### src/rtl/fetch_stage.sv
// Instruction-fetch stage with IF/ID pipeline register.
// Holds the PC, presents it to instruction memory, and latches the fetched
// word together with PC+4. Supports load-use stall, branch/jump redirect
// from ID, a HALT opcode that freezes fetch, and fetch/flush counters.
module fetch_stage #(
  parameter logic [31:0] RESET_PC = 32'h0000_0000,
  parameter logic [5:0]  HALT_OP  = 6'b111111
) (
  input  logic        clk_i,
  input  logic        rst_i,
  input  logic        stall_i,
  input  logic        branch_taken_i,
  input  logic [31:0] branch_target_i,
  input  logic        jump_i,
  output logic [31:0] imem_addr_o,
  input  logic [31:0] imem_data_i,
  output logic [31:0] instr_o,
  output logic [5:0]  op_o,
  output logic [31:0] pc_plus4_o,
  output logic        valid_o,
  output logic        halted_o,
  output logic [31:0] fetch_count_o,
  output logic [31:0] flush_count_o
);

  typedef enum logic {RUN, HALT} state_t;

  state_t      state;
  logic [31:0] pc;
  logic [31:0] pc_seq;
  logic [31:0] jump_target;
  logic        redirect;

  assign pc_seq      = pc + 32'd4;
  assign jump_target = {pc_plus4_o[31:28], instr_o[25:0], 2'b00};
  assign redirect    = jump_i | branch_taken_i;

  assign imem_addr_o = pc;
  assign op_o        = instr_o[31:26];

  // PC, IF/ID register, FSM and counters; priority reset > stall > redirect > halt > fetch
  always_ff @(posedge clk_i) begin
    if (rst_i) begin
      pc            <= RESET_PC;
      instr_o       <= '0;
      pc_plus4_o    <= '0;
      valid_o       <= 1'b0;
      halted_o      <= 1'b0;
      state         <= RUN;
      fetch_count_o <= '0;
      flush_count_o <= '0;
    end else if (stall_i) begin
      // everything holds; a concurrent redirect is re-presented later by ID
    end else if (redirect) begin
      pc            <= jump_i ? jump_target : branch_target_i;
      instr_o       <= '0;
      pc_plus4_o    <= '0;
      valid_o       <= 1'b0;
      flush_count_o <= flush_count_o + 32'd1;
    end else if (state == HALT) begin
      instr_o    <= '0;
      pc_plus4_o <= '0;
      valid_o    <= 1'b0;
    end else begin
      pc            <= pc_seq;
      instr_o       <= imem_data_i;
      pc_plus4_o    <= pc_seq;
      valid_o       <= 1'b1;
      fetch_count_o <= fetch_count_o + 32'd1;
      if (imem_data_i[31:26] == HALT_OP) begin
        state    <= HALT;
        halted_o <= 1'b1;
      end
    end
  end

endmodule
### config.mk
export PLATFORM = sky130hd
export DESIGN_NAME = fetch_stage
export DESIGN_NICKNAME = d
export VERILOG_FILES = /design/src/rtl/fetch_stage.sv
export SDC_FILE = /design/constraint.sdc
export NUM_CORES = 1
export LEC_CHECK = 0
export CORE_MARGIN = 3
export CORE_UTILIZATION = 45
export CTS_BUF_LIST = sky130_fd_sc_hd__clkbuf_2
export DETAILED_ROUTE_END_ITERATION = 12
export HOLD_SLACK_MARGIN = 0.06
export PLACE_DENSITY = 0.78
export SYNTH_ARGS = -nofsm -noshare
export SYNTH_HDL_FRONTEND = slang
export SYNTH_SLANG_ARGS = --single-unit
### constraint.sdc
create_clock -name clk_i -period 5.9 [get_ports clk_i]
set_input_delay 1.77 -clock clk_i [delete_from_list [all_inputs] [get_ports clk_i]]
set_output_delay 1.77 -clock clk_i [all_outputs]
set_load 0.02 [all_outputs]
==> results of run 1 <==
-- layer usage --
metal	track usage	wire length, µm	vias up
met4	0.0722	442	0
li1	-	-	3594
met1	0.321	9900	3557
met2	0.398	11000	289
met3	0.0655	1910	34
met5	0	0	-
-- power breakdown --
| part | switching, mW | internal (mW) |
|---|---|---|
| logic | 0.132 | 0.118 |
| clock network | 0.432 | 0.294 |
| registers | 0.0314 | 1.13 |
| total | 0.595 | 1.54 |
-- worst max path at each step --
stage	slack, ps	cells past startpoint	start	endpoint
final	2140	1	imem_addr_o[15]	imem_addr_o[15]
after global routing	2000	1	imem_addr_o[4]	imem_addr_o[4]
after CTS	2110	1	imem_addr_o[15]	imem_addr_o[15]
after detailed placement	1510	6	branch_taken_i	fetch_count_o[27]
after global placement	1530	6	branch_taken_i	fetch_count_o[27]
after floorplan	2630	7	branch_taken_i	flush_count_o[28]
-- per-stage QoR --
| step | hold WS (ps) | area [µm²] | util |
|---|---|---|---|
| floorplan | 535 | 7590 | - |
| finish | 475 | 10300 | 0.636 |
| CTS | 480 | 10300 | 0.636 |
| detailed placement | 442 | 9980 | 0.617 |
| global route | 504 | 10300 | 0.636 |
| global placement | 435 | 9980 | 0.617 |
-- flip-flops by register name, indices dropped and copies added, names as in the netlist --
register / count
flush_count_o: 32
fetch_count_o: 32
instr_o: 32
state: 1
pc_plus4_o: 32
valid_o: 1
imem_addr_o: 32
halted_o: 1
-- final cells by class --
type / count / area, µm²
flip-flops and latches: 163 / 3260
fillers: 1388 / 5890
inverters: 17 / 63.8
clock inverters: 15 / 218
clock buffers: 17 / 85.1
well taps: 216 / 270
repair buffers: 245 / 2420
multi-input cells: 645 / 3970
-- cell families (layout without fill, tap and decap cells) --
kind of cell | count (synthesis) | in the layout | share of synthesized area
XOR/XNOR | 79 | 79 | 0.0911
adder cells (fa/ha/maj) | 3 | 3 | 0.00494
AND/OR/NAND/NOR | 371 | 371 | 0.246
multiplexers | 8 | 8 | 0.0105
buffers and inverters | 87 | 294 | 0.0484
AO/OA/AOI/OAI | 184 | 184 | 0.169
flip-flops | 163 | 163 | 0.430
-- Yosys cell counts, types with 17 or more instances --
library cell	number
sky130_fd_sc_hd__o21ai_0	37
sky130_fd_sc_hd__inv_1	17
sky130_fd_sc_hd__a21oi_1	29
sky130_fd_sc_hd__dfxtp_1	163
sky130_fd_sc_hd__clkbuf_1	44
sky130_fd_sc_hd__xor2_1	33
sky130_fd_sc_hd__nand2_1	66
sky130_fd_sc_hd__nand4_1	32
sky130_fd_sc_hd__xnor2_1	46
sky130_fd_sc_hd__a22oi_1	51
sky130_fd_sc_hd__nor3_1	23
sky130_fd_sc_hd__nor2_1	143
sky130_fd_sc_hd__nand3_1	33
==> flow_metrics.env, run 1 <==
export IMPL_worst_r2r_endpoint="imem_addr_o[28]"
export IMPL_synth_edff_count=0
export IMPL_reg2reg_from="imem_addr_o[2]"
export IMPL_critical_path_peak_fanout=10
export IMPL_tightestPinTransition_ps=1340
export IMPL_routed_via_count=7474
export IMPL_detail_route_wirelength_um=23200
export IMPL_diodes=0
export IMPL_drt_pass1_iter_count=6
export IMPL_cp_data_arrival_time_ps=1990
export IMPL_dominantRegCellSynth="sky130_fd_sc_hd__dfxtp_1"
export IMPL_dieWidth_um=136
export IMPL_worst_hold_startpoint="pc_plus4_o[25]"
export IMPL_area_growth_synth_to_final_pct=35.5
export IMPL_wl_per_cell_um=17.6
export IMPL_stdcell_count=1318
export IMPL_hold_path_class="reg -> reg"
export IMPL_maxCapViolCount=0
export IMPL_post_place_cells=1286
export IMPL_final_min_period_over_clock_period=0.638
export IMPL_synth_cell_types=61
export IMPL_peakVddDrop_uv=122
export IMPL_post_route_drc_count=0
export IMPL_synthDominantCellAreaShare=0.430
export IMPL_pin_count_of_the_biggest_net_entering_global_routing=95
export IMPL_die_h_um=136
export IMPL_worst_ep_required_time_ps=4130
export IMPL_grt_antenna_before_repair=0
export IMPL_timing_clock_skew_ps=30.4
export IMPL_first_global_vias=6940
export IMPL_cpMaxStageDelayCell="sky130_fd_sc_hd__clkdlybuf4s50_1"
export IMPL_hold_path_endpoint="pc_plus4_o[25]"
export IMPL_post_synthesis_net_count=967
export IMPL_totalNegativeSetupSlack_ps=0
export IMPL_synth_seq_cells=163
export IMPL_netlist_instances=895
export IMPL_tritoncts="built"
export IMPL_finalSetupViolCount=0
export IMPL_synth_top_cells_by_area="sky130_fd_sc_hd__dfxtp_1, sky130_fd_sc_hd__nor2_1, sky130_fd_sc_hd__xnor2_1"
export IMPL_gr_usage_all_layers=0.245
export IMPL_post_cts_sizing=0
export IMPL_cp_top_family="buffers and inverters"
export IMPL_final_antenna_net_count=0
export IMPL_timing_setup_critical_path_class="reg -> out"
export IMPL_regToRegSetupSlack_ps=3530
export IMPL_timing_hold_worst_path_depth=2
export IMPL_cts_buffers_inserted=17
export IMPL_reg2regPathDepth=5
export IMPL_overall_power_after_layout_mw=2.13
export IMPL_post_synth_cell_area_avg_um2=8.48
export IMPL_max_freq_ghz=0.266
export IMPL_async_flop_share=0
export IMPL_clkLatencyLatePin_ps=730
export IMPL_clock_path_buffers=2
export IMPL_syn_cell_area_mm2=0.00759
export IMPL_starting_density=0.470
export IMPL_most_common_layout_cells="sky130_fd_sc_hd__clkdlybuf4s50_1, sky130_fd_sc_hd__dfxtp_1, sky130_fd_sc_hd__nor2_1"
export IMPL_post_synth_top_area_cell="sky130_fd_sc_hd__dfxtp_1"
export IMPL_htreeDepth=4
export IMPL_clock_sinks=163
export IMPL_portBuffers=236
export IMPL_count_of_buffering_cells_on_the_critical_path_with_inverters_included=1
export IMPL_powerDensity_mw_per_mm2=207
export IMPL_total_die_area_mm2=0.0185
export IMPL_crit_path_end_kind="output pin"
export IMPL_mostFrequentLayoutCell="sky130_fd_sc_hd__clkdlybuf4s50_1"
export IMPL_drive_above_1_share=0.0590
export IMPL_postcts_setup_bufs=0
export IMPL_synth_yosys_warnings=0
export IMPL_viasPerCell=5.67
export IMPL_rsz0062_at_grt="no"
export IMPL_layout_setup_ws_ps=2140
export IMPL_cts_clk_slew_worst_paths_ps=240
export IMPL_ios=237
export IMPL_drv_slew=0
export IMPL_initialDrtViolationCount=618
export IMPL_place_worst_setup_slack_ps=1510
export IMPL_worstSetupStartpointType="flop"
export IMPL_num_rows=46
export IMPL_critical_path_cell_chain="clkdlybuf4s50_1"
export IMPL_synth_seq_area_share=0.430
export IMPL_layout_min_cycle_time_ps=3760
export IMPL_num_nets_final=1161
export IMPL_critPathMaxStageDelay_ps=700
export IMPL_cts_root_buf="sky130_fd_sc_hd__clkbuf_2"
export IMPL_leakage_power_figure_nw=3.50
export IMPL_final_hold_viol_count=0
export IMPL_slew_headroom=0.102
export IMPL_core_area_mm2=0.0162
export IMPL_status="completed"
export IMPL_cts_hold_buffers_added=0
export IMPL_grt_overflow_total=0
export IMPL_dp_final_hpwl_um=16400
export IMPL_gp_routability_congestion=0.880
export IMPL_grt_pass1_wl_um=36600
(Power assumes the default switching activity.)
==> run 2, diff against run 1 <==
clock period = 3.6 ns   (was 5.9 ns; I/O delays follow)
==> flow_metrics.env, run 2 (synthesis results as in run 1) <==
export IMPL_status="completed"
export IMPL_pin_count_of_the_biggest_net_entering_global_routing=64
export IMPL_grt_overflow_total=0
export IMPL_leakage_power_figure_nw=3.56
export IMPL_fill_cells=1422
export IMPL_clock_sinks=163
export IMPL_max_freq_ghz=0.323
export IMPL_count_of_buffering_cells_on_the_critical_path_with_inverters_included=1
export IMPL_num_rows=46
export IMPL_tightestPinTransition_ps=985
export IMPL_ios=237
export IMPL_cts_buffers_inserted=17
export IMPL_tritoncts="built"
export IMPL_die_h_um=136
export IMPL_initialDrtViolationCount=488
export IMPL_clkLatencyLatePin_ps=750
export IMPL_first_global_vias=7064
export IMPL_rsz0062_at_grt="no"
export IMPL_area_growth_synth_to_final_pct=36.6
export IMPL_final_antenna_net_count=0
export IMPL_critical_path_peak_fanout=10
export IMPL_drt_pass1_iter_count=5
export IMPL_post_place_cells=1304
export IMPL_slew_headroom=0.342
export IMPL_totalNegativeSetupSlack_ps=0
export IMPL_stdcell_count=1336
export IMPL_starting_density=0.470
export IMPL_grt_pass1_wl_um=37000
export IMPL_cts_hold_buffers_added=0
export IMPL_timing_clock_skew_ps=30.1
export IMPL_flop_pwr_share=0.561
export IMPL_htreeDepth=4
export IMPL_finalSetupViolCount=0
export IMPL_viasPerCell=5.65
export IMPL_final_min_period_over_clock_period=0.859
export IMPL_routed_via_count=7543
export IMPL_worst_ep_required_time_ps=2520
export IMPL_critPathMaxStageDelay_ps=700
export IMPL_peakVddDrop_uv=199
export IMPL_cts_clk_slew_worst_paths_ps=210
export IMPL_layout_min_cycle_time_ps=3090
export IMPL_postcts_setup_bufs=0
export IMPL_cts_root_buf="sky130_fd_sc_hd__clkbuf_2"
export IMPL_crit_path_end_kind="output pin"
export IMPL_gr_usage_all_layers=0.248
export IMPL_dp_final_hpwl_um=16800
export IMPL_dieWidth_um=136
export IMPL_detail_route_wirelength_um=23500
export IMPL_total_die_area_mm2=0.0185
export IMPL_mostFrequentLayoutCell="sky130_fd_sc_hd__clkdlybuf4s50_1"
export IMPL_cp_data_arrival_time_ps=2010
export IMPL_drv_slew=0
export IMPL_p_int_mw=2.44
export IMPL_grt_antenna_before_repair=1
export IMPL_comb_power_share=0.125
export IMPL_post_route_drc_count=0
export IMPL_hold_path_class="reg -> reg"
export IMPL_timing_setup_critical_path_class="reg -> out"
export IMPL_cp_top_family="buffers and inverters"
export IMPL_post_cts_sizing=0
export IMPL_clockPowerShare=0.314
export IMPL_power_switching_mw=0.936
export IMPL_clock_path_buffers=2
export IMPL_num_nets_final=1179
export IMPL_wl_per_cell_um=17.6
export IMPL_maxCapViolCount=0
export IMPL_gp_routability_congestion=0.853
export IMPL_portBuffers=236
export IMPL_powerDensity_mw_per_mm2=325
export IMPL_core_area_mm2=0.0162
export IMPL_worstSetupStartpointType="flop"
export IMPL_drive_above_1_share=0.0724
export IMPL_final_hold_viol_count=0
export IMPL_most_common_layout_cells="sky130_fd_sc_hd__clkdlybuf4s50_1, sky130_fd_sc_hd__dfxtp_1, sky130_fd_sc_hd__nor2_1"
export IMPL_p_sw_frac=0.277
export IMPL_cpMaxStageDelayCell="sky130_fd_sc_hd__clkdlybuf4s50_1"
export IMPL_critical_path_cell_chain="clkdlybuf4s50_1"
-- run 2: cell count changes in the layout (fill, tap and decap cells not counted), moves of 2 or more --
cell | before | now
sky130_fd_sc_hd__clkinvlp_4 | 1 | 3
sky130_fd_sc_hd__buf_4 | 10 | 28
sky130_fd_sc_hd__inv_6 | 7 | 2
sky130_fd_sc_hd__clkbuf_2 | 17 | 19
-- run 2: final timing paths --
path	start	end	slack, ps	depth (start not counted)
min reg2reg	pc_plus4_o[22]	pc_plus4_o[22]	470	2
max	imem_addr_o[15]	imem_addr_o[15]	510	1
max reg2reg	imem_addr_o[2]	imem_addr_o[30]	1170	5
min	pc_plus4_o[22]	pc_plus4_o[22]	470	2
-- run 2: stage by stage --
step	power (mW)	cell area, µm²	setup WS [ps]	utilization	hold WS, ps
after floorplan	2.13	7590	1020	-	535
after global placement	2.34	10100	290	0.626	436
after detailed placement	2.35	10100	341	0.626	448
after CTS	3.40	10400	457	0.641	482
after global routing	3.51	10400	403	0.641	504
final	3.38	10400	506	0.641	475
-- run 2: routing by layer --
layer  track usage  vias up  share of wire
met5             0        -              0
met4        0.0689        0          0.015
li1              -     3632              -
met1         0.325     3585           0.43
met3        0.0662       28          0.083
met2         0.406      298           0.48
-- run 2: final cells by class --
| cell class | count | area, µm² | share of cell area |
|---|---|---|---|
| inverters | 17 | 63.8 | 0.00615 |
| diodes | 1 | 2.50 | 0.000241 |
| repair buffers | 263 | 2550 | 0.246 |
| flip-flops and latches | 163 | 3260 | 0.315 |
| well taps | 216 | 270 | 0.0261 |
| clock inverters | 12 | 156 | 0.0151 |
| clock buffers | 19 | 95.1 | 0.00917 |
| multi-input cells | 645 | 3970 | 0.383 |
-- run 2: power groups by stage --
stage | logic [mW] | clock network (mW) | registers [mW]
2_1_floorplan | 0.172 | 0 | 1.96
3_3_place_gp | 0.417 | 0 | 1.93
3_5_place_dp | 0.420 | 0 | 1.93
4_1_cts | 0.422 | 1.08 | 1.89
5_1_grt | 0.454 | 1.15 | 1.90
6_report | 0.421 | 1.06 | 1.90
